--- config.mk ---
export PLATFORM = sky130hd
export DESIGN_NAME = execute_stage
export DESIGN_NICKNAME = d
export VERILOG_FILES = /design/src/rtl/y86_pkg.sv /design/src/rtl/execute_stage_cc_cond.sv /design/src/rtl/execute_stage.sv
export SDC_FILE = /design/constraint.sdc
export NUM_CORES = 1
export LEC_CHECK = 0
export CORE_AREA = 2 2 241 243
export CTS_CLUSTER_DIAMETER = 40
export DETAILED_ROUTE_END_ITERATION = 16
export DIE_AREA = 0 0 243 245
export PLACE_DENSITY = 0.5
export SETUP_SLACK_MARGIN = 0.05
export SYNTH_ARGS = -nofsm -noshare
export SYNTH_HDL_FRONTEND = slang
export SYNTH_HIERARCHICAL = 1
export SYNTH_SLANG_ARGS = --single-unit
--- constraint.sdc ---
create_clock -name clk -period 12 [get_ports clk]
set_input_delay 1.2 -clock clk [delete_from_list [all_inputs] [get_ports clk]]
set_output_delay 1.2 -clock clk [all_outputs]
set_load 0.05 [all_outputs]
--- src/rtl/y86_pkg.sv ---
// Shared Y86-64 encodings: instruction codes, register IDs, status codes
// and the jump/cmov condition function codes.
package y86_pkg;

  localparam logic [3:0] IHALT   = 4'h0;
  localparam logic [3:0] INOP    = 4'h1;
  localparam logic [3:0] IRRMOVQ = 4'h2;
  localparam logic [3:0] IIRMOVQ = 4'h3;
  localparam logic [3:0] IRMMOVQ = 4'h4;
  localparam logic [3:0] IMRMOVQ = 4'h5;
  localparam logic [3:0] IOPQ    = 4'h6;
  localparam logic [3:0] IJXX    = 4'h7;
  localparam logic [3:0] ICALL   = 4'h8;
  localparam logic [3:0] IRET    = 4'h9;
  localparam logic [3:0] IPUSHQ  = 4'hA;
  localparam logic [3:0] IPOPQ   = 4'hB;

  localparam logic [3:0] RNONE   = 4'hF;

  localparam logic [2:0] SBUB    = 3'd0;
  localparam logic [2:0] SAOK    = 3'd1;
  localparam logic [2:0] SHLT    = 3'd2;
  localparam logic [2:0] SADR    = 3'd3;
  localparam logic [2:0] SINS    = 3'd4;

  localparam logic [3:0] C_ALWAYS = 4'h0;
  localparam logic [3:0] C_LE     = 4'h1;
  localparam logic [3:0] C_L      = 4'h2;
  localparam logic [3:0] C_E      = 4'h3;
  localparam logic [3:0] C_NE     = 4'h4;
  localparam logic [3:0] C_GE     = 4'h5;
  localparam logic [3:0] C_G      = 4'h6;

endpackage

--- src/rtl/execute_stage_cc_cond.sv ---
// Condition-code register (ZF/SF/OF) and the jump/cmov condition evaluator
// that reads the registered flags.
module cc_cond
  import y86_pkg::*;
(
  input  logic       clk,
  input  logic       rst,
  input  logic       set,
  input  logic       zf_in,
  input  logic       sf_in,
  input  logic       of_in,
  input  logic [3:0] ifun,
  output logic       zf,
  output logic       sf,
  output logic       of,
  output logic       cnd
);

  logic r_zf;
  logic r_sf;
  logic r_of;
  logic w_lt;

  always_ff @(posedge clk or posedge rst) begin
    if (rst) begin
      r_zf <= 1'b1;
      r_sf <= 1'b0;
      r_of <= 1'b0;
    end else if (set) begin
      r_zf <= zf_in;
      r_sf <= sf_in;
      r_of <= of_in;
    end
  end

  assign zf   = r_zf;
  assign sf   = r_sf;
  assign of   = r_of;
  assign w_lt = r_sf ^ r_of;

  // Undefined function codes never take the branch / move.
  always_comb begin
    cnd = 1'b0;
    case (ifun)
      C_ALWAYS: cnd = 1'b1;
      C_LE:     cnd = w_lt | r_zf;
      C_L:      cnd = w_lt;
      C_E:      cnd = r_zf;
      C_NE:     cnd = ~r_zf;
      C_GE:     cnd = ~w_lt;
      C_G:      cnd = ~w_lt & ~r_zf;
      default:  cnd = 1'b0;
    endcase
  end

endmodule

--- src/rtl/execute_stage.sv ---
// Y86-64 execute stage: ALU operand/function selection, condition codes,
// cmov squash and the E/M pipeline register with stall/bubble control.
module execute_stage
  import y86_pkg::*;
#(
  parameter int DATA_W = 64,
  parameter int REG_W  = 4,
  parameter int STAT_W = 3
) (
  input  logic              clk,
  input  logic              rst,
  input  logic [STAT_W-1:0] E_stat,
  input  logic [3:0]        E_icode,
  input  logic [3:0]        E_ifun,
  input  logic [DATA_W-1:0] E_valA,
  input  logic [DATA_W-1:0] E_valB,
  input  logic [DATA_W-1:0] E_valC,
  input  logic [REG_W-1:0]  E_dstE,
  input  logic [REG_W-1:0]  E_dstM,
  input  logic              set_cc_en,
  input  logic              M_stall,
  input  logic              M_bubble,
  output logic [DATA_W-1:0] alu_a,
  output logic [DATA_W-1:0] alu_b,
  output logic [1:0]        alu_sel,
  input  logic [DATA_W-1:0] alu_result,
  input  logic              alu_overflow,
  output logic              e_cnd,
  output logic [REG_W-1:0]  e_dstE,
  output logic [DATA_W-1:0] e_valE,
  output logic              cc_zf,
  output logic              cc_sf,
  output logic              cc_of,
  output logic [STAT_W-1:0] M_stat,
  output logic [3:0]        M_icode,
  output logic              M_cnd,
  output logic [DATA_W-1:0] M_valE,
  output logic [DATA_W-1:0] M_valA,
  output logic [REG_W-1:0]  M_dstE,
  output logic [REG_W-1:0]  M_dstM
);

  localparam logic [REG_W-1:0] W_RNONE = {REG_W{1'b1}};

  logic [DATA_W-1:0] w_aluA;
  logic [DATA_W-1:0] w_aluB;
  logic              w_is_opq;
  logic              w_cnd;

  logic [STAT_W-1:0] r_stat_p1;
  logic [3:0]        r_icode_p1;
  logic              r_cnd_p1;
  logic [DATA_W-1:0] r_valE_p1;
  logic [DATA_W-1:0] r_valA_p1;
  logic [REG_W-1:0]  r_dstE_p1;
  logic [REG_W-1:0]  r_dstM_p1;

  assign w_is_opq = (E_icode == IOPQ);

  always_comb begin
    w_aluA = '0;
    case (E_icode)
      IRRMOVQ, IOPQ:            w_aluA = E_valA;
      IIRMOVQ, IRMMOVQ, IMRMOVQ: w_aluA = E_valC;
      ICALL, IPUSHQ:            w_aluA = ~DATA_W'(7);
      IRET, IPOPQ:              w_aluA = DATA_W'(8);
      default:                  w_aluA = '0;
    endcase
  end

  always_comb begin
    w_aluB = '0;
    case (E_icode)
      IRMMOVQ, IMRMOVQ, IOPQ, ICALL, IPUSHQ, IRET, IPOPQ: w_aluB = E_valB;
      default:                                            w_aluB = '0;
    endcase
  end

  // Operands cross over so that subq computes valB - valA.
  assign alu_a   = w_aluB;
  assign alu_b   = w_aluA;
  assign alu_sel = w_is_opq ? E_ifun[1:0] : 2'b00;

  cc_cond u_cc_cond (
    .clk   (clk),
    .rst   (rst),
    .set   (w_is_opq & set_cc_en),
    .zf_in (alu_result == '0),
    .sf_in (alu_result[DATA_W-1]),
    .of_in (alu_overflow),
    .ifun  (E_ifun),
    .zf    (cc_zf),
    .sf    (cc_sf),
    .of    (cc_of),
    .cnd   (w_cnd)
  );

  assign e_cnd  = w_cnd;
  assign e_dstE = ((E_icode == IRRMOVQ) && !w_cnd) ? W_RNONE : E_dstE;
  assign e_valE = alu_result;

  // ---- stage boundary: E -> M ----
  always_ff @(posedge clk or posedge rst) begin
    if (rst) begin
      r_stat_p1  <= STAT_W'(SBUB);
      r_icode_p1 <= INOP;
      r_cnd_p1   <= 1'b0;
      r_valE_p1  <= '0;
      r_valA_p1  <= '0;
      r_dstE_p1  <= W_RNONE;
      r_dstM_p1  <= W_RNONE;
    end else if (M_bubble) begin
      r_stat_p1  <= STAT_W'(SBUB);
      r_icode_p1 <= INOP;
      r_cnd_p1   <= 1'b0;
      r_valE_p1  <= '0;
      r_valA_p1  <= '0;
      r_dstE_p1  <= W_RNONE;
      r_dstM_p1  <= W_RNONE;
    end else if (!M_stall) begin
      r_stat_p1  <= E_stat;
      r_icode_p1 <= E_icode;
      r_cnd_p1   <= w_cnd;
      r_valE_p1  <= alu_result;
      r_valA_p1  <= E_valA;
      r_dstE_p1  <= e_dstE;
      r_dstM_p1  <= E_dstM;
    end
  end

  assign M_stat  = r_stat_p1;
  assign M_icode = r_icode_p1;
  assign M_cnd   = r_cnd_p1;
  assign M_valE  = r_valE_p1;
  assign M_valA  = r_valA_p1;
  assign M_dstE  = r_dstE_p1;
  assign M_dstM  = r_dstM_p1;

endmodule
==> results by group <==
Synth
  – Cell with the most instances after synthesis: nor2_1
  – #FFs+latches synth: 147
  – Distinct cells, synth: 31
  – Synth top area share: 0.436
  – Synthesized cell area: 0.00787 sq mm
  – YS warnings: 6
  – EDFF count, synth: 0
  – Synth area leaders: dfrtp_1, mux2i_1, a221o_1
  – Syn avg cell area: 10.5 sq um
  – Yosys top cell by area: dfrtp_1
  – Commonest cells in the netlist: nor2_1, dfrtp_1, mux2i_1
  – Sequential-to-total area share from yosys stat: 0.469
  – Top FF cell, synth: dfrtp_1
  – Synth async-reset ratio: 1.00
  – Net Count, Synth: 1031
  – Cells after Synth: 750

Clock tree
  – # Post-CTS Setup Buffers: 0
  – Clock transition at path regs: 70 ps
  – H-Tree Depth: 4
  – CTS buffer count: 17
  – Worst-Skew Late Latency: 460 ps
  – CTS resizes: 0
  – Hold_buf cts: 0
  – Clock Tree Root: clkbuf_16
  – Clk buf depth: 2
  – Clock sink count: 147
  – CTS tree: yes

Routing
  – Detailed Route WL: 37600 um
  – Post-route ant nets: 0
  – Routed len/inst: 18.3 um
  – DR pass1 iterations: 4
  – Post-route DRC: 0
  – Via Count: 7803
  – DR vias/cell: 3.79
  – First DRT Iteration DRCs: 248

Critical path
  – Slowest cell on crit path: clkdlybuf4s50_1
  – Buffers plus inverters on the worst setup path: 3
  – CP most frequent cell: clkdlybuf4s50_1
  – Max Fanout on Critical Path: 60
  – Critical Path Max Stage Delay: 810 ps
  – CP Data Arrival Time: 4040 ps
  – Critical path data required time: 10800 ps
  – Endpoint class of the critical path: output pin
  – Crit Path Category: in2out
  – Worst path top cell family by delay: buffers and inverters
  – CP startpoint kind: input port
  – Worst-path cell chain: clkdlybuf4s50_1 -> nor2b_1 -> nor2b_4 -> buf_4 -> a221o_1 -> clkdlybuf4s50_1

Min path
  – Hold WC Path Type: reg2reg

Timing
  – Max Fclk: 191 MHz
  – Period Utilization, post-route: 0.436
  – Final setup viols: 0
  – Worst-margin pin slew: 988 ps
  – Max Clock Skew: 5.90 ps
  – RSZ-0062 raised after global routing: false
  – Fin crit period: 5240 ps
  – Final worst slack: 6760 ps
  – Relative slew slack: 0.335
  – Max-slew violations: 0
  – Final Hold Viols: 0
  – Final setup TNS: 0 ps

Global routing
  – Largest net degree at the start of global routing: 83
  – GRT Util Overall: 0.122
  – Initial antenna violation count: 2
  – Vias in the first global route: 8111
  – First-pass GRT wire length: 54400 um
  – Grt total ovfl: 0

Floorplanning
  – Io pins: 627
  – DIE AREA: 0.0595 sq mm
  – Die width: 243 um
  – Rows: 88
  – Initial Util: 0.138
  – Core box area: 0.0570 sq mm
  – Die Y: 245 um

Cells and area
  – Post-layout net count: 1562
  – Area grow syn2layout: 91.0%
  – N_diodes: 0
  – Share of cells above drive strength 1: 0.0448
  – Number of filler cells placed in the layout: 6110

Place
  – DP Worst Slack: 6770 ps
  – HPWL after DPL: 29400 um
  – IO buf count: 626
  – Final GP Congestion: 0.934

Power and ir drop
  – Maximum VDD drop: 0.0945 mV
  – Leakage Power: 6.20 nW
  – PwrDens: 118 mW/mm^2

Run
  – Max-Cap Viols: 0

Run status
  – Status: finished clean
==> state kept, by name, summed over array words and instances, names as in the netlist <==
signal and cells:
u_cc_cond/of 1, M_dstE 4, u_cc_cond/zf 1, M_icode 4, M_valA 64, M_cnd 1
M_valE 64, M_stat 3, u_cc_cond/sf 1, M_dstM 4
==> final timing paths <==
| check | cells past startpoint | start | slack, ps | endpoint |
|---|---|---|---|---|
| hold reg to reg | 2 | M_dstE[0] | 510 | M_dstE[0] |
| setup reg to reg | 7 | u_cc_cond/of | 10010 | M_dstE[2] |
| max in group asynchronous | 3 | rst | 9390 | M_valE[53] |
| setup / recovery | 6 | E_icode[3] | 6760 | alu_b[48] |
| hold / removal | 2 | M_dstE[0] | 510 | M_dstE[0] |
| min in group asynchronous | 2 | rst | 1020 | u_cc_cond/of |
==> worst min-delay path: stages, from the launching register on <==
cell	delay, ps
dfstp_2	370
nor2_1	90
a21oi_1	40
==> area by class of cell <==
class	instances	area, sq um	share of cell area
well taps	765	957	0.0637
flip-flops and latches	147	3690	0.246
multi-input cells	472	3410	0.227
clock inverters	12	155	0.0103
clock buffers	20	447	0.0297
repair buffers	634	6330	0.421
inverters	9	38.8	0.00258
==> cells by family after synthesis <==
| kind of cell | count (synthesis) | synth area share |
|---|---|---|
| AND/OR/NAND/NOR | 247 | 0.152 |
| XOR/XNOR | 1 | 0.00111 |
| AO/OA/AOI/OAI | 86 | 0.101 |
| buffers and inverters | 131 | 0.101 |
| multiplexers | 138 | 0.176 |
| flip-flops | 147 | 0.469 |
==> layout by cell type, fill, tap and decap left out, types with 2 or more instances in the layout <==
master,netlist,routed
clkbuf_8,0,2
buf_4,70,9
dfstp_2,10,10
clkinvlp_4,0,2
clkbuf_1,17,2
clkinv_2,0,3
mux2i_1,135,135
nand2b_1,2,2
and2_1,3,3
nor2_1,142,142
a22o_1,3,3
dfrtp_1,137,137
nor3_1,2,2
a221o_1,61,61
mux2_2,2,2
a21oi_4,0,2
clkbuf_16,0,17
clkinv_4,0,3
nor2b_1,73,72
a21oi_1,11,11
inv_6,0,2
a211o_1,5,5
clkdlybuf4s50_1,0,624
nand4_1,4,4
bufinv_16,0,3
nor4_1,17,17
inv_1,9,8
==> per-layer routing <==
metal  vias up  track usage  wire length, um
li1       3635            -                -
met1      3752        0.150            16200
met2       372        0.200            17900
met3        44       0.0402             2640
met4         0       0.0447              908
met5         -            0                0
==> power by group <==
| group | leakage [nW] | switching [mW] | internal, mW | total [mW] |
|---|---|---|---|---|
| Clock | 0.290 | 0.229 | 0.332 | 0.561 |
| Sequential | 1.92 | 0.0176 | 0.526 | 0.544 |
| Combinational | 3.99 | 0.413 | 0.253 | 0.666 |
| Total | 6.20 | 0.659 | 1.11 | 1.77 |
==> stage by stage <==
step	hold WS [ps]	total power, mW	util	instances	instance area (sq um)
6_report	508	1.77	0.263	2059	15000
5_1_grt	517	1.85	0.263	2059	15000
4_1_cts	511	1.81	0.263	2059	15000
3_5_place_dp	498	1.22	0.253	2027	14400
3_3_place_gp	496	1.22	0.253	2027	14400
2_1_floorplan	606	0.945	-	750	7870
Power figures use the tool's default switching activity.
